$ cat src/rtl/norm2_isqrt.sv
// Sequential integer square root (floor) with remainder, one root bit per clock.
// Chains after the norm2 kernel through the same r_enable / w_enable handshake.
module norm2_isqrt #(
  parameter int WIDTH = 64
) (
  input  logic               clk,
  input  logic               rst_n,
  input  logic               r_enable,
  input  logic [WIDTH-1:0]   operand,
  output logic               busy,
  output logic               w_enable,
  output logic [WIDTH/2-1:0] result,
  output logic [WIDTH/2:0]   remainder
);

  localparam int RW = WIDTH / 2;
  localparam int CW = (RW > 1) ? $clog2(RW) : 1;
  localparam logic [CW-1:0] LAST = CW'(RW - 1);

  typedef enum logic [1:0] {
    IDLE = 2'd0,
    RUN  = 2'd1,
    DONE = 2'd2
  } state_t;

  state_t          state, state_next;
  logic [WIDTH-1:0] op;
  logic [RW-1:0]   root;
  logic [RW+1:0]   rem;
  logic [CW-1:0]   count;

  logic [RW+1:0]   t;
  logic [RW+1:0]   trial;
  logic            take;
  logic [RW+1:0]   rem_next;
  logic [RW-1:0]   root_next;
  logic            last_iter;

  // rem never exceeds 2*root, so its top two bits are always shifted out cleanly.
  always_comb begin
    t         = {rem[RW-1:0], op[WIDTH-1:WIDTH-2]};
    trial     = {root, 2'b01};
    take      = (t >= trial);
    rem_next  = take ? (t - trial) : t;
    root_next = {root[RW-2:0], take};
    last_iter = (state == RUN) && (count == LAST);
  end

  // NOTE: default assigned first so every path writes state_next -- no latch.
  always_comb begin
    state_next = state;
    if (r_enable) begin
      state_next = RUN;
    end else if (last_iter) begin
      state_next = DONE;
    end
  end

  // NOTE: sequential state uses non-blocking assignments only.
  always_ff @(posedge clk) begin
    if (!rst_n) begin
      state <= IDLE;
    end else begin
      state <= state_next;
    end
  end

  always_ff @(posedge clk) begin
    if (!rst_n) begin
      op        <= '0;
      root      <= '0;
      rem       <= '0;
      count     <= '0;
      busy      <= 1'b0;
      w_enable  <= 1'b0;
      result    <= '0;
      remainder <= '0;
    end else if (r_enable) begin
      op       <= operand;
      root     <= '0;
      rem      <= '0;
      count    <= '0;
      busy     <= 1'b1;
      w_enable <= 1'b0;
    end else if (state == RUN) begin
      op    <= {op[WIDTH-3:0], 2'b00};
      root  <= root_next;
      rem   <= rem_next;
      count <= count + 1'b1;
      if (last_iter) begin
        result    <= root_next;
        remainder <= rem_next[RW:0];
        w_enable  <= 1'b1;
        busy      <= 1'b0;
      end
    end
  end

endmodule

$ cat config.mk
export PLATFORM = sky130hd
export DESIGN_NAME = norm2_isqrt
export DESIGN_NICKNAME = d
export VERILOG_FILES = /design/src/rtl/norm2_isqrt.sv
export SDC_FILE = /design/constraint.sdc
export NUM_CORES = 1
export LEC_CHECK = 0
export BUFFER_PORTS_ARGS = -buffer_cell sky130_fd_sc_hd__buf_4
export CAP_MARGIN = 30
export CORE_MARGIN = 2
export CORE_UTILIZATION = 45
export CTS_CLUSTER_DIAMETER = 40
export DETAILED_ROUTE_END_ITERATION = 6
export GPL_ROUTABILITY_DRIVEN = 0
export HOLD_SLACK_MARGIN = 0.06
export PLACE_DENSITY = 0.67
export SLEW_MARGIN = 25
export SYNTH_ARGS = -nofsm -noshare
export SYNTH_HDL_FRONTEND = slang
export SYNTH_SLANG_ARGS = --single-unit
$ cat constraint.sdc
create_clock -name clk -period 2.89 [get_ports clk]
set_clock_uncertainty 0.15 [all_clocks]
set_input_delay 0.578 -clock clk [delete_from_list [all_inputs] [get_ports clk]]
set_output_delay 0.578 -clock clk [all_outputs]
set_load 0.005 [all_outputs]
==> results.toml <==
[die]
die_area_mm2 = 0.0229
die_h_um = 151
die_x_um = 151
io_pins = 134
num_rows = 53
initial_core_util_pct = 46.3
core-area_mm2 = 0.0212

[global_route]
grt_max_degree = 131
grt_use_total_pct = 21.3
first_global_vias = 8522
grt_overflow = 0
grt_first_pass_wirelength_mm = 40.4
antenna_found_initial = 0

[yosys]
synth_compound_area_share_pct = 22.9
synth.distinct_cells = 63
synth_simple_gate_area_share_pct = 21.2
avgSynthCellArea_um2 = 7.65
ys_warn_count = 0
yosysTopAreaCellShare_pct = 41.1
postSynthCellCount = 1279
synthArstFlopShare_pct = 0
synthTopCellsByArea = "dfxtp_1, nand2_1, a21oi_1"
synth_area_mm2 = 0.00979
ys_seq_area_share_pct = 41.1
synth_seq_cells = 201
synthFlopType = "dfxtp_1"
yosysMostFrequentCell = "nand2_1"
yosys.area.top_type = "dfxtp_1"
ys_top_cells_by_count = "nand2_1, a21oi_1, dfxtp_1"
yosys.area_share.adder_pct = 4.60
synthMuxAreaShare_pct = 1.78
synth_edf_count = 0
syn_nets = 1382
synth_xor_area_share_pct = 2.68
synth_top_family_by_area = "compound AO/OA/AOI/OAI gates"

[min_path]
hold_depth = 3
hp-class = "in2reg"
min_from = "operand[55]"

[cts]
cts_hold_buf = 0
clock_sinks = 201
insertion_delay_ns = 0.53
clk_pin_slew_ns = 0.06
cts_tree = "yes"
h-tree-depth = 1
clockBufferDepth = 3
numCtsBuffers = 28
root_buffer = "clkbuf_16"

[cells_and_area]
multi_input_area_mm2 = 0.00593
nets = 1571
nFillCells = 1829
drive_gt1_share_pct = 28.1
antenna_cells = 0
register_area_mm2 = 0.00403
fin_util_pct = 63.6
syn_to_final_growth_pct = 37.4

[power]
irDropWorstVdd_mv = 0.454
p_leak_nw = 5.34
p_per_area_mw_per_mm2 = 689

[timing]
tns_ns = -0.552
hold_viol = 0
tightest_slew_ns = 0.766
post-route-period-util_pct = 103
post-route-min-period_ns = 2.99
relSlewSlack_pct = 49.0
clock.fmax_ghz = 0.335
drv_slew = 0
grt_setup_unrepaired = "yes"
hold_slack_ns = 0.155
layout_setup_ws_ns = -0.0964
finalSetupViolCount = 15

[worst_setup_path]
r2r-end = "remainder[26]"
cp.required_ns = 3.15
reg2reg_slack_ns = -0.1
endpoint = "remainder[26]"
start_kind = "flip-flop"
cp.arrival_ns = 3.25
end_kind = "flip-flop"
path_class = "reg2reg"
path_max_fanout = 3
reg2reg_from = "root[5]"
crit_start = "root[5]"
rr_worst_depth = 11

[outcome]
status = "complete, but fails checks"
violations = "setup timing"

[route]
routed_wl_mm = 26.4
vias = 9288
dr.first_iter.drc_count = 478
detail_route.wl_per_cell_um = 15.0
drc_errors = 0
avgViaCountPerCell = 5.27
ant_nets = 0
dr.pass1.iters = 5

[placement]
pre_cts_slack_ns = -0.126
port_buffers = 133
hpwlAfterDp_mm = 16.8

[run]
drv_cap = 0
[area by class of cell]
cell class | instances | area share, %
tap | 275 | 2.56
timing repair buffer | 248 | 15.1
clock inverter | 14 | 1.20
inverter | 45 | 1.26
sequential | 201 | 30.0
multi-input combinational | 944 | 44.1
clock buffer | 35 | 5.86
[layout by cell type, fill, tap and decap left out, types with 6 or more instances in the layout]
cell	Yosys	routed
nand3_1	11	9
a21oi_1	206	197
a21o_1	7	7
ha_4	0	8
a21oi_2	0	9
o21ai_0	83	64
xor2_1	10	10
o21ai_2	0	10
nand2_4	0	7
nor2_1	50	49
o21a_1	9	8
o21ai_4	0	11
o21ai_1	20	18
nand2_1	298	288
dfxtp_2	0	6
ha_1	36	26
clkbuf_16	0	32
a211oi_2	1	17
buf_4	1	233
buf_6	4	6
xnor2_1	20	18
dfxtp_1	201	195
inv_1	45	44
a211oi_1	23	7
nor2b_1	69	68
mux2i_4	0	9
a31oi_1	9	8
nand4_1	11	11
[worst max-delay path, cell delays in order (launching register included)]
cell and delay [ns]:
dfxtp_2 0.34, inv_2 0.05, ha_4 0.20, and2_4 0.15
or4_4 0.44, o22ai_4 0.21, o31ai_4 0.09, a221oi_4 0.37
o21bai_2 0.13, or3_1 0.33, a41o_1 0.21, a22o_1 0.20
[cell families (layout without fill, tap and decap cells)]
kind of cell / Yosys count / count (layout)
adder cells (fa/ha/maj): 36 / 36
buffers and inverters: 134 / 342
XOR/XNOR: 30 / 30
multiplexers: 17 / 17
AO/OA/AOI/OAI: 391 / 391
flip-flops: 201 / 201
AND/OR/NAND/NOR: 470 / 470
[stage by stage]
stage	instance area (um^2)	instances	power [mW]
after floorplan	9800	1279	4.26
after global placement	11600	1699	4.85
after detailed placement	11600	1699	4.87
after CTS	12800	1756	8.57
after global routing	13500	1762	9.65
final	13500	1762	9.26
[flip-flops by register name, summed over array words and instances, names as in the netlist]
register	count
op	64
result	32
rem	32
remainder	33
busy	1
state	2
root	32
count	5
[where the power goes]
group,switching [mW],total [mW],internal [mW]
combinational,1.49,2.91,1.42
clock,1.31,3.44,2.13
sequential,0.0596,2.92,2.86
total,2.85,9.26,6.41
[timing repair]
item,4_1_cts,5_1_grt
setup endpoints to repair,48,65
pin swaps,11,49
gates resized for setup,27,134
hold endpoints to repair,0,0
buffers inserted,6,3
cloned,2,3
[routing by layer]
layer,GRT usage [%],up-vias,wire length [um]
li1,-,4725,-
met1,27.0,4312,11500
met2,35.5,197,12600
met3,5.96,54,1730
met4,6.36,0,641
met5,0,-,0
[how the worst min path moves through the flow]
stage	to
4_1_cts	op[19]
2_1_floorplan	root[1]
3_5_place_dp	result[0]
5_1_grt	op[45]
6_report	op[55]
3_3_place_gp	result[0]
No activity file was read; power rests on OpenSTA's default activity.
